`src/rtl/apb_slave_regfile.sv`:
```
// APB completer with a small register file and a fixed number of wait states.
//
// state | meaning
// ------+-------------------------------------------------------------
// IDLE  | no transfer in progress; setup phase latches the request
// WAIT  | access phase, PREADY low, counting down the wait states
// DONE  | PREADY high for one cycle; a write commits at the edge after
module apb_slave_regfile #(
    parameter int ADDR_WIDTH  = 8,
    parameter int DATA_WIDTH  = 8,
    parameter int DEPTH       = 16,
    parameter int WAIT_STATES = 2
) (
    input  logic                  PCLK,
    input  logic                  PRESET,
    input  logic                  PSEL,
    input  logic                  PENABLE,
    input  logic                  PWRITE,
    input  logic [ADDR_WIDTH-1:0] PADDR,
    input  logic [DATA_WIDTH-1:0] PWDATA,
    output logic [DATA_WIDTH-1:0] PRDATA,
    output logic                  PREADY,
    output logic                  PSLVERR
);

    localparam int                IDX_W   = (DEPTH > 1) ? $clog2(DEPTH) : 1;
    localparam logic [3:0]        WS      = 4'(WAIT_STATES);
    localparam logic [ADDR_WIDTH:0] DEPTH_W = (ADDR_WIDTH + 1)'(DEPTH);

    typedef enum logic [1:0] {IDLE, WAIT, DONE} state_t;

    state_t                state_q, state_d;
    logic [3:0]            cnt_q, cnt_d;
    logic [ADDR_WIDTH-1:0] addr_q;
    logic                  write_q;
    logic [DATA_WIDTH-1:0] wdata_q;
    logic [DATA_WIDTH-1:0] regs [DEPTH];

    logic                  setup;
    logic [ADDR_WIDTH-1:0] addr_sel;
    logic                  write_sel;
    logic                  err_sel;
    logic [DATA_WIDTH-1:0] rdata_sel;
    logic                  commit;

    // Next-state and wait-counter logic.
    always_comb begin
        state_d = state_q;
        cnt_d   = cnt_q;
        setup   = PSEL && !PENABLE;
        case (state_q)
            IDLE: begin
                if (setup) begin
                    cnt_d   = WS;
                    state_d = (WS == 4'd0) ? DONE : WAIT;
                end
            end
            WAIT: begin
                if (!PSEL) begin
                    state_d = IDLE;
                end else begin
                    cnt_d = cnt_q - 4'd1;
                    if (cnt_q == 4'd1) begin
                        state_d = DONE;
                    end
                end
            end
            DONE:    state_d = IDLE;
            default: state_d = IDLE;
        endcase
    end

    // Response source: with zero wait states DONE is entered straight from
    // the setup edge, before the latched copies exist, so use the bus there.
    always_comb begin
        addr_sel  = (state_q == IDLE) ? PADDR  : addr_q;
        write_sel = (state_q == IDLE) ? PWRITE : write_q;
        err_sel   = ({1'b0, addr_sel} >= DEPTH_W);
        rdata_sel = '0;
        if (!write_sel && !err_sel) begin
            rdata_sel = regs[addr_sel[IDX_W-1:0]];
        end
        commit    = (state_q == DONE) && write_q && !PSLVERR;
    end

    // State, request latches and registered response outputs.
    always_ff @(posedge PCLK) begin
        if (PRESET) begin
            state_q <= IDLE;
            cnt_q   <= '0;
            addr_q  <= '0;
            write_q <= 1'b0;
            wdata_q <= '0;
            PREADY  <= 1'b0;
            PSLVERR <= 1'b0;
            PRDATA  <= '0;
        end else begin
            state_q <= state_d;
            cnt_q   <= cnt_d;
            if (state_q == IDLE && setup) begin
                addr_q  <= PADDR;
                write_q <= PWRITE;
                wdata_q <= PWDATA;
            end
            PREADY  <= (state_d == DONE);
            PSLVERR <= (state_d == DONE) && err_sel;
            PRDATA  <= (state_d == DONE) ? rdata_sel : '0;
        end
    end

    // Register file; a write lands at the edge that ends DONE.
    always_ff @(posedge PCLK) begin
        if (PRESET) begin
            for (int i = 0; i < DEPTH; i++) begin
                regs[i] <= '0;
            end
        end else if (commit) begin
            regs[addr_q[IDX_W-1:0]] <= wdata_q;
        end
    end

endmodule

```
`config.mk`:
```
export PLATFORM = sky130hd
export DESIGN_NAME = apb_slave_regfile
export DESIGN_NICKNAME = d
export VERILOG_FILES = /design/src/rtl/apb_slave_regfile.sv
export SDC_FILE = /design/constraint.sdc
export NUM_CORES = 1
export LEC_CHECK = 0
export CAP_MARGIN = 10
export CORE_MARGIN = 2
export CORE_UTILIZATION = 35
export CTS_CLUSTER_DIAMETER = 30
export DETAILED_ROUTE_END_ITERATION = 8
export GPL_TIMING_DRIVEN = 0
export SETUP_SLACK_MARGIN = 0.1
export SYNTH_ARGS = -nofsm -noshare
export SYNTH_HDL_FRONTEND = slang
export SYNTH_SLANG_ARGS = --single-unit
export TNS_END_PERCENT = 50
```
`constraint.sdc`:
```
create_clock -name PCLK -period 2.4 [get_ports PCLK]
set_input_delay 0.48 -clock PCLK [delete_from_list [all_inputs] [get_ports PCLK]]
set_output_delay 0.48 -clock PCLK [all_outputs]
set_load 0.03 [all_outputs]
```
==> results of run 1 <==
-- state kept, by name, indices dropped and copies added (netlist names) --
| name | cells |
|---|---|
| cnt_q | 4 |
| PREADY | 1 |
| write_q | 1 |
| regs | 128 |
| state_q | 2 |
| PRDATA | 8 |
| wdata_q | 8 |
| addr_q | 8 |
| PSLVERR | 1 |
-- cell usage after synthesis, types with 12 or more instances --
library cell / number / share of area
a211oi_1: 31 / 0.030
dfxtp_1: 33 / 0.084
mux2_2: 33 / 0.047
mux2i_1: 37 / 0.047
nor2b_1: 29 / 0.023
edfxtp_1: 128 / 0.49
nand2_1: 40 / 0.019
o22ai_1: 21 / 0.017
clkbuf_1: 28 / 0.013
and2_1: 129 / 0.10
a21oi_1: 49 / 0.031
nor2_1: 18 / 0.0086
or2_2: 16 / 0.013
buf_2: 12 / 0.0076
-- repair_timing --
item,in CTS,in global routing
pin swaps,3,7
setup endpoints to repair,184,136
buffers inserted,3,6
gates resized for setup,52,42
-- through the flow --
stage | setup WS [ns] | cells | util | total power, mW | setup TNS (ns)
after floorplan | 0.356 | 675 | - | 3.54 | 0
after global placement | -0.762 | 984 | 0.388 | 3.76 | -107.11
after detailed placement | -0.766 | 984 | 0.388 | 3.77 | -109.40
after CTS | -0.000749 | 1019 | 0.429 | 6.46 | -0.000749
after global routing | 0.0193 | 1025 | 0.438 | 6.65 | 0
final | 0.0949 | 1025 | 0.438 | 6.48 | 0
-- metal layers --
metal	routed length (um)	vias to the layer above
met1	9430	2677
met5	0	-
met4	786	0
met3	1210	46
met2	9750	168
li1	-	2579
-- worst max-delay path, stage by stage, from the launching register on --
cell	delay, ns
dfxtp_1	0.31
buf_6	0.13
nor2_4	0.22
mux2i_4	0.35
buf_4	0.25
mux2_2	0.37
o22ai_1	0.32
o32ai_2	0.19
-- power breakdown --
group | switching (mW) | internal, mW
Sequential | 0.0552 | 3.09
Combinational | 0.399 | 0.242
Clock | 1.23 | 1.46
-- final cells by class --
class / instances / area (sq um) / share of cell area
Sequential cell: 161 / 4510 / 0.468
Clock inverter: 14 / 145 / 0.0151
Buffer: 45 / 229 / 0.0238
Timing Repair Buffer: 38 / 383 / 0.0398
Multi-Input combinational cell: 462 / 3560 / 0.370
Inverter: 7 / 26.3 / 0.00273
Clock buffer: 18 / 429 / 0.0446
Tap cell: 280 / 350 / 0.0364
-- cell usage in the layout, fill, tap and decap left out, types with 5 or more instances in the layout --
| cell | Yosys | layout |
|---|---|---|
| and2_1 | 129 | 129 |
| edfxtp_1 | 128 | 128 |
| buf_2 | 12 | 8 |
| clkbuf_16 | 0 | 17 |
| mux2_2 | 33 | 33 |
| o221ai_1 | 8 | 7 |
| clkbuf_1 | 28 | 24 |
| nor2b_1 | 29 | 29 |
| o32ai_4 | 0 | 5 |
| nor3_4 | 0 | 5 |
| inv_1 | 7 | 7 |
| mux2i_1 | 37 | 36 |
| o22ai_2 | 0 | 10 |
| a21oi_1 | 49 | 48 |
| buf_4 | 0 | 10 |
| clkbuf_4 | 0 | 5 |
| a211oi_1 | 31 | 31 |
| or2_2 | 16 | 12 |
| nand2_1 | 40 | 38 |
| o22ai_1 | 21 | 11 |
| clkdlybuf4s50_1 | 0 | 29 |
| dfxtp_1 | 33 | 31 |
| nor2_1 | 18 | 9 |
| nor2_4 | 1 | 12 |
-- cells by family (layout without fill, tap and decap cells) --
logic type,count (synthesis),in the layout
muxes,72,72
buffers and inverters,52,122
xor gates and xnor gates,2,2
and+or+nand+nor,264,264
AOI/OAI and AO/OA,122,122
DFF,161,161
adders and majority gates,2,2
-- final timing paths --
path                    from        end  slack [ns]  cells past startpoint
setup / recovery  state_q[0]  PRDATA[1]        0.09                      7
hold / removal     addr_q[6]  addr_q[6]        0.46                      2
setup reg to reg  state_q[0]  PRDATA[1]        0.09                      7
hold reg to reg    addr_q[6]  addr_q[6]        0.46                      2
==> flow_results.org, run 1 <==
** Status
- The run finished with clean final reports.

** Logic synthesis
- The complex-gate fraction of the synthesized area came to 0.100.
- Simple logic cell fraction of the synthesized area :: 0.195
- Number of synthesized register bits :: 161
- Post-synthesis cell count :: 675
- Syn avg cell area :: 11.7 sq um
- Most common flop cell mapped by yosys :: edfxtp_1
- Measured against the total synthesized area, the mux share comes to 0.0998.
- Adder and majority gate portion of the synthesized area :: 0.00317
- The share of the Yosys chip area taken by registers is 0.571.
- EDFF count, synth :: 128
- Count of synthesis-stage warnings from yosys :: 0
- Proportion of synthesized flip-flops having asynchronous set or reset :: 0
- Counting distinct cell types in the post-synthesis netlist gives 42.
- Net count after synthesis :: around 700
- Main combinational cell family by area after synthesis :: simple AND/OR/NAND/NOR gates
- In this run the cell area of the synthesized design comes to 7890 sq um.
- Post-Synth XOR/XNOR Area :: 0.00222

** STA
- At the pin with the least slew margin, the transition time is approximately 0.82 ns.
- Unrepaired setup endpoints after global routing :: yes
- Worst rel slew slack :: 0.451
- Of the available clock period, the critical path in the final layout requires 0.960.
- Clock skew on the completed layout was measured at 0.0166 ns.
- Worst hold margin :: 0.458 ns
- Final setup violation count :: 0
- Derived from the worst setup path, the maximum achievable clock frequency is approximately 430 MHz.
- Final Hold Violating Endpoints :: 0
- Max-slew violation count :: 0
- Counting I/O delays and the setup requirement, the final critical path takes about 2.3 ns.

** CTS
- # clock sinks :: 161
- CTS Root Cell :: clkbuf_16
- At the later pin of the worst-skew pair, clock insertion delay measures between 0.4 and 0.5 ns.
- After clock tree synthesis, the clock-pin slew on the worst setup and hold paths is 0.07 ns.
- The H-tree was split into 4 levels.
- TritonCTS built the clock tree.
- Number of clock buffers inserted by TritonCTS :: 17
- Maximum buffer depth of the clock tree :: 2
- After clock tree synthesis, the flow added hold-fix buffers numbering 0.

** Cells and area
- Post-route cell area :: 9630 sq um
- Final-layout fill cell count :: 1983
- Nets@finish :: 755
- Of the cells placed in the final design, the portion with a size suffix greater than 1 is 0.221.
- The number of antenna diodes in the final layout is 0.
- Relative area change from synthesis to final layout :: 22.1%

** Detailed routing
- Detail Route Antenna Nets :: 0
- Number of vias per cell :: roughly 5.3
- The first TritonRoute pass finished after 5 iterations.
- After detailed routing, the average wire length per cell comes to 20.7 um.
- After detailed routing, the number of remaining DRC violations is 0.
- The final route contains 5470 vias.
- Final Routed Wirelength :: 21200 um
- After the first detailed-routing iteration, the DRC count stood at 475.

** Global route
- Met3 usage :: 0.0400
- Summed over all layers, the global routing overflow is 0.
- Number of antenna violations at the first check in global routing :: 0
- GR Layer Usage met1 :: 0.251
- Global-route track usage on met2 :: 0.285
- Largest net degree at the start of global routing :: 17
- Vias in the first global route :: 5437
- The first global-routing pass estimated 32300 um of wire.
- The global routing stage identified its most utilized layer as met2.
- For this run, the total global-route usage over all layers was measured as 0.186.

** Placement
- Input and output buffers added on the ports amount to 29.
- The placed instances occupy a cell area of roughly 8500 sq um.
- Detailed placement ended at an HPWL of 14500 um.
- Routability congestion estimate from global placement :: between 0.8 and 0.9

** Die
- Height of the die :: 154 um
- The floorplan step defined a core boundary enclosing 22000 sq um.
- Top-Level Pins :: 31
- The die is 154 um wide.
- Row count :: 54
- For this configuration, the core starts out at a cell density of 0.359.
- Die footprint :: 23800 sq um

** Critical path
- Worst-path maximum fanout :: 10
- Required time of the critical path :: between 2 and 3 ns
- Endpoint class of the critical path :: register
- STA classifies the critical path startpoint as a register.
- Data arrival time of the critical path :: roughly 2.6 ns
- The worst setup path is of the register to register kind.

** Pwr
- In this run the static leakage power is roughly 3.4 nW.
- Peak VDD IR :: around 490 uV
- Pwr Density :: about 670 nW/um^2

** Flow run
- Max_cap viols :: 0

** Worst hold path
- In this run the worst hold path is classified as register to register.
(Power assumes the default switching activity.)
==> inputs of run 2 (changes only) <==
CORE_ASPECT_RATIO = 1.75   (was not set)
DONT_BUFFER_PORTS = 1   (was not set)
==> run 2 against run 1 <==
Net effect: critical path depth is 2 higher; via count is 2.6% lower; worst setup slack better by 0.027 ns; clock-buffer cell count is 3 higher; hold slack worse by 0.29 ns; largest power group unchanged; clock power is 4% lower; sequential share of layout area is 1.7 points higher; critical path type unchanged; final area is 3.6% lower; highest routed layer unchanged.
==> flow_results.org, run 2 (synthesis gave the netlist of run 1 again) <==
** Status
- The run finished with clean final reports.

** STA
- Final worst path period need :: 2.28 ns (-0.0274 ns)
- The number of max-slew violations in the final report came to 0 (unchanged).
- Setup TNS :: 0 ns (unchanged)
- Achievable clock frequency :: 439 MHz (+1.2%)
- The share of the cycle needed by the critical path after routing came to 0.949 (-0.0114).
- Setup repair after global routing could not meet its margin everywhere.
- Final Hold Violating Endpoints :: 0 (unchanged)
- Setup skew after layout :: 0.00749 ns (-0.00907 ns)
- Worst rel slew slack :: 0.471 (+0.0204)
- The transition time at the pin with the least slew margin is 0.793 ns (-0.0307 ns).
- The final number of setup-violating endpoints is 0 (unchanged).

** Cells and area
- Nets@finish :: 725 (-4.0%)
- Final-layout fill cell count :: 2149 (+8.4%)
- Layout cell share with drive strength beyond 1 :: 0.227 (+0.00510)
- The count of inserted antenna diode cells came to 0 (unchanged).
- Most used cells in the layout excluding fill and tap cells :: and2_1 (129), edfxtp_1 (128), a21oi_1 (48)
- The register with the most flip-flops in the final layout is regs.
- From synthesis to final layout, the design area changed by 17.7%.
- Leading cell type in the layout, fill and taps excluded :: and2_1
- Max reg flops :: 128 (unchanged)

** Placement
- The placed wire-length estimate after detailed placement was 15400 um (+6.2%).
- Routability congestion estimate from global placement :: 0.929 (+5.4%)
- The number of buffer cells added on primary ports is 0 (-100%).

** Detailed routing
- Number of design-rule violations left by the first detailed-router iteration :: 257 (-46%)
- The number of remaining DRC errors came to 0 (unchanged).
- The detailed-router iteration count before antenna repair was 5 (unchanged).
- The aggregate routed wire length came to 21300 um (+0.38%).
- Wirelength per Cell :: 21.0 um (+1.8%)
- The total via count after detailed routing was 5328 (-2.6%).
- The ratio of routed vias to standard cells came to 5.27 (-1.2%).
- Detail Route Antenna Nets :: 0 (unchanged)

** CTS
- # clock sinks :: 161 (unchanged)
- Worst skew pair latency :: 0.44 ns (about the same)
- TritonCTS clock tree :: built
- # H-tree levels :: 4 (unchanged)
- Number of clock buffers inserted by TritonCTS :: 17 (unchanged)
- Maximum buffer depth of the clock tree :: 2 (unchanged)
- Post-CTS clock slew at the launch and capture registers of the worst setup and hold paths :: 0.06 ns (about the same)
- CTS Root Cell :: clkbuf_16

** Critical path
- Required time of the critical path :: 2.73 ns (+0.04 ns)
- The signal on the critical path passes through inv_1 -> ha_1 -> or3b_1 -> or3_4 -> nor4_4 -> buf_6 -> buf_4 -> o221ai_1 -> o32ai_2.
- Category of cells accounting for the largest share of critical-path delay :: simple AND/OR/NAND/NOR gates
- Data arrival time of the critical path :: 2.61 ns (about the same)
- CP max stage cell :: or3_4
- Worst-path maximum fanout :: 6 (-4)
- The worst setup path is launched from a register.
- Maximum single-stage delay on the critical path :: 0.43 ns (+0.06 ns)
- STA classifies the critical path endpoint as a register.
- The register-to-register path setup slack came to 0.12 ns (+0.03 ns).
- Bufs and invs on worst path :: 3 (+1)
- Setup CP Type :: register to register

** Global route
- Wire length of the first global-routing pass :: 32300 um (+0.24%)
- The largest net degree at the start of global routing came to 17 (unchanged).
- The initial antenna violation count was 0 (unchanged).
- The total routing resource utilization after global routing is 0.184 (-0.00191).
- Vias in the first global route :: 5445 (+0.15%)
- The total congestion overflow is 0 (unchanged).

** Pwr
- The worst-case vdd ir drop is 556 uV (+15%).
- The post-layout total power is 6.31 mW (-2.6%).
- Leakage power figure :: 3.31 nW (-3.3%)
- Pwr Density :: 680 nW/um^2 (+1.1%)

** Die
- Row count :: 72 (+33%)
- The die height is 203 um (+31%).
- Chip width :: 117 um (-24%)
- Top-Level Pins :: 31 (unchanged)
- The area of the placeable core is 22200 sq um (+0.92%).
- Initial core utilization :: 0.356 (-0.00329)
- The floorplan die area is 23800 sq um (+0.20%).

** Worst hold path
- Worst Hold Class :: input pin to register

** Flow run
- Max_cap viols :: 0 (unchanged)
run 2: through the flow:
| step | setup WS (ns) | hold WS (ns) | cells | util | cell area, sq um |
|---|---|---|---|---|---|
| after global placement | -0.421 | 0.446 | 971 | 0.373 | 8260 |
| after floorplan | 0.356 | 0.436 | 675 | - | 7890 |
| final | 0.122 | 0.172 | 1011 | 0.419 | 9280 |
| after detailed placement | -0.401 | 0.450 | 971 | 0.373 | 8260 |
| after CTS | 0.0238 | 0.159 | 1006 | 0.409 | 9060 |
| after global routing | 0.0173 | 0.168 | 1011 | 0.419 | 9280 |
run 2: worst reg2reg max path, stage by stage (launching register included):
cell,delay [ns]
dfxtp_1,0.33
inv_1,0.08
ha_1,0.14
or3b_1,0.37
or3_4,0.43
nor4_4,0.16
buf_6,0.18
buf_4,0.13
o221ai_1,0.16
o32ai_2,0.19
run 2: area by class of cell:
type | count | area, sq um | area share
Multi-Input combinational cell | 462 | 3510 | 0.379
Sequential cell | 161 | 4510 | 0.486
Tap cell | 296 | 370 | 0.0399
Buffer | 44 | 219 | 0.0236
Timing Repair Buffer | 9 | 83.8 | 0.00903
Clock inverter | 11 | 75.1 | 0.00809
Inverter | 7 | 26.3 | 0.00283
Clock buffer | 21 | 487 | 0.0524
run 2: what timing repair did:
item | in CTS | in global routing
resized for setup | 46 | 39
setup buffers | 3 | 6
hold buffers | 0 | 0
pin swaps | 2 | 5
setup endpoints to repair | 160 | 120
run 2: worst paths after layout:
kind              startpoint   endpoint  cells after the start
setup reg to reg    cnt_q[1]  PRDATA[4]                      9
hold / removal      PADDR[7]  addr_q[7]                      2
hold reg to reg    addr_q[7]  addr_q[7]                      2
setup / recovery    cnt_q[1]  PRDATA[4]                      9
run 2: metal layers:
layer / GRT usage / share of wire / vias to the layer above
li1: - / - / 2515
met2: 0.336 / 0.53 / 149
met4: 0.0998 / 0.045 / 0
met5: 0 / 0 / -
met3: 0.0340 / 0.039 / 37
met1: 0.200 / 0.38 / 2627
run 2: power by group:
group	internal, mW	switching (mW)	total [mW]
Clock	1.46	1.12	2.58
Combinational	0.208	0.377	0.585
Sequential	3.09	0.0539	3.15
Total	4.76	1.55	6.31
==> inputs of run 3 (changes only) <==
PLACE_DENSITY_LB_ADDON = 0.1   (was not set)
==> run 3 against run 2 <==
Net effect: register-to-register slack about the same; global-route usage is 2.2 points higher; clock-buffer cell count rose by 4; core utilization increased by 0.42 points; first-iteration DRC count grew 32%; non-clock buffer count grew 8; fmax barely moved; die area unchanged; sequential power is essentially flat; final area up 1.0%; flip-flop and latch count unchanged; worst setup slack improved by 0.0014 ns; critical endpoint is now PRDATA[6]; highest routed layer unchanged.
==> flow_results.org, run 3 (synthesis gave the netlist of run 1 again) <==
** Status
- Result of the run :: completed

** STA
- Final worst path period need :: 2.28 ns (-0.00136 ns)
- Worst rel slew slack :: 0.493 (+0.0219)
- The number of max-slew violations in the final report was 0 (unchanged).
- Setup skew after layout :: 0.00902 ns (+0.00153 ns)
- The share of the cycle needed by the critical path after routing was 0.948 (about the same).
- The tightest hold margin came to 0.176 ns (+0.00410 ns).
- Setup repair after global routing could not meet its margin everywhere.
- Final setup violation count :: 0 (unchanged)
- Achievable clock frequency :: 439 MHz (about the same)
- The transition time at the pin with the least slew margin was 0.760 ns (-0.0329 ns).
- The hold violation count in the final report is 0 (unchanged).

** CTS
- The root buffer cell chosen for the clock tree is clkbuf_16.
- The count of hold-fix buffers inserted at cts is 0 (unchanged).
- The total clock sinks is 161 (unchanged).
- # H-tree levels :: 4 (unchanged)
- The CTS buffer count came to 17 (unchanged).
- TritonCTS built the clock tree.
- The clock latency reported for the late side of the worst-skew pair is 0.44 ns (about the same).
- The clock transition at the registers of the reported paths is 0.07 ns (about the same).
- Maximum buffer depth of the clock tree :: 2 (unchanged)

** Pwr
- The share of power burned in combinational logic is 0.095 (+0.002).
- The power density of the placed cells was 693 nW/um^2 (+1.9%).
- Overall Power :: 6.50 mW (+2.9%)
- Clk pwr share :: 0.420 (+0.011)
- Leakage power figure :: 3.35 nW (+1.5%)
- Part of the total power dissipated in sequential elements :: 0.485 (-0.013)
- Switching component of the power :: 1.56 mW (+0.25%)
- Switching power share of the total :: 0.240 (-0.00638)
- The internal power of the cells came to 4.94 mW (+3.8%).
- The worst-case vdd ir drop is 413 uV (-26%).

** Critical path
- The maximum fanout count along the critical path was 10 (+4).
- Setup CP Type :: register to register
- Endpoint class of the critical path :: register
- Internal reg-to-reg setup slack :: 0.12 ns (about the same)
- Kind of start point of the critical path :: register
- CP max stage cell :: mux2i_4
- Most used cell along the critical path :: buf_6
- The data arrival at the endpoint of the critical path came to 2.58 ns (-0.03 ns).
- Maximum single-stage delay on the critical path :: 0.42 ns (about the same)
- Cell-by-cell listing of the critical path :: buf_6 -> nor2_4 -> mux2i_4 -> buf_6 -> mux2_2 -> o22ai_1 -> o32ai_2
- Required time of the critical path :: 2.70 ns (-0.03 ns)

** Placement
- The number of placed instances, taps included is 971 (unchanged).
- Number of buffers inserted by port buffering :: 0 (unchanged)
- Half-perimeter wire length of the detailed placement result :: 17300 um (+12%)
- The placer congestion estimate was 0.973 (+4.7%).
- Cell area reported after detailed placement :: 8260 sq um (unchanged)

** Cells and area
- Post-layout util :: 0.423 (+0.00418)
- Relative area change from synthesis to final layout :: 18.8%
- Final-layout fill cell count :: 2126 (-1.1%)
- The top cell types in the final layout, fill and taps aside, are and2_1 (129), edfxtp_1 (128), a21oi_1 (48).
- Antenna cell count :: 0 (unchanged)
- Post-route cell area :: 9370 sq um (+1.0%)
- Nets@finish :: 733 (+1.1%)
- Top register by number of flip-flops :: regs
- Final standard cell count with taps included and fillers excluded :: 1019 (+0.79%)
- Max reg flops :: 128 (unchanged)
- Leaving out fill and tap cells, the most frequent cell in the layout is and2_1.
- The share of final-layout standard cells stronger than drive strength 1 came to 0.235 (+0.00856).

** Global route
- The largest net degree at the start of global routing is 17 (unchanged).
- The total congestion overflow was 0 (unchanged).
- Aggregate global-route resource usage :: 0.206 (+0.0219)
- Vias in the first global route :: 5688 (+4.5%)
- Number of antenna violations at the first check in global routing :: 0 (unchanged)
- The global-route wire length before repair was 35600 um (+10%).

** Die
- The starting density of the core is 0.356 (unchanged).
- Height of the die :: 203 um (unchanged)
- The area of the placeable core came to 22200 sq um (unchanged).
- Top-Level Pins :: 31 (unchanged)
- Die footprint :: 23800 sq um (unchanged)
- Row count :: 72 (unchanged)
- The die width came to 117 um (unchanged).

** Detailed routing
- Number of vias per cell :: 5.28 (+0.28%)
- Detail Route Antenna Nets :: 0 (unchanged)
- First-pass iteration count of the detailed router :: 5 (unchanged)
- The DRC marker count from the first detailed-route iteration was 340 (+32%).
- Final Routed Wirelength :: 23700 um (+12%)
- Wirelength per Cell :: 23.3 um (+11%)
- The total via count after detailed routing is 5385 (+1.1%).
- The number of remaining DRC errors was 0 (unchanged).

** Worst hold path
- In this run the worst hold path is classified as input pin to register.

** Flow run
- The max-capacitance violation count is 0 (unchanged).
run 3: cell types whose count changed in the layout (fill, tap and decap cells not counted), sizes merged:
cell    change
clkbuf      +7
clkinv      -5
buf         +5
bufinv      +1
run 3: worst paths after layout:
path | start | endpoint | depth (start not counted)
max | state_q[0] | PRDATA[6] | 7
min | PWDATA[1] | wdata_q[1] | 2
max reg2reg | state_q[0] | PRDATA[6] | 7
min reg2reg | addr_q[7] | addr_q[7] | 2
run 3: repair_timing:
| item | in CTS | in global routing |
|---|---|---|
| pin swaps | 6 | 2 |
| buffers inserted | 10 | 6 |
| setup endpoints to repair | 210 | 111 |
| gates resized for setup | 57 | 37 |
run 3: worst max-delay path, delay by kind of cell (launching register included):
family	cells	cell delay (ns)
multiplexers	2	0.78
AO/OA/AOI/OAI	2	0.45
buffers and inverters	2	0.36
AND/OR/NAND/NOR	1	0.24
flip-flops	1	0.30
run 3: power by group through the flow:
stage,Clock (mW),Combinational [mW],Sequential (mW)
global route,2.87,0.657,3.16
finish,2.73,0.615,3.15
detailed placement,0,0.545,3.21
CTS,2.76,0.580,3.15
floorplan,0,0.362,3.18
global placement,0,0.539,3.20
run 3: cell type report:
type	instances	area (sq um)	share of cell area
timing repair buffer	16	133	0.0142
sequential	161	4510	0.481
inverter	7	26.3	0.00280
tap	296	370	0.0395
clock inverter	7	70.1	0.00748
buffer	45	241	0.0258
clock buffer	25	523	0.0558
multi-input combinational	462	3500	0.374
run 3: stage by stage:
stage | setup WS, ns | TNS (ns)
2_1_floorplan | 0.356 | 0
3_3_place_gp | -0.542 | -36.22
3_5_place_dp | -0.543 | -38.46
4_1_cts | 0.00604 | 0
5_1_grt | 0.0575 | 0
6_report | 0.124 | 0
run 3: routing by layer:
layer / track usage / up-vias / wire, um / part of all wire
met5: 0 / - / 0 / 0
met4: 0.0856 / 0 / 721 / 0.030
met3: 0.0362 / 34 / 895 / 0.038
met2: 0.393 / 139 / 13300 / 0.56
met1: 0.220 / 2690 / 8820 / 0.37
li1: - / 2522 / - / -
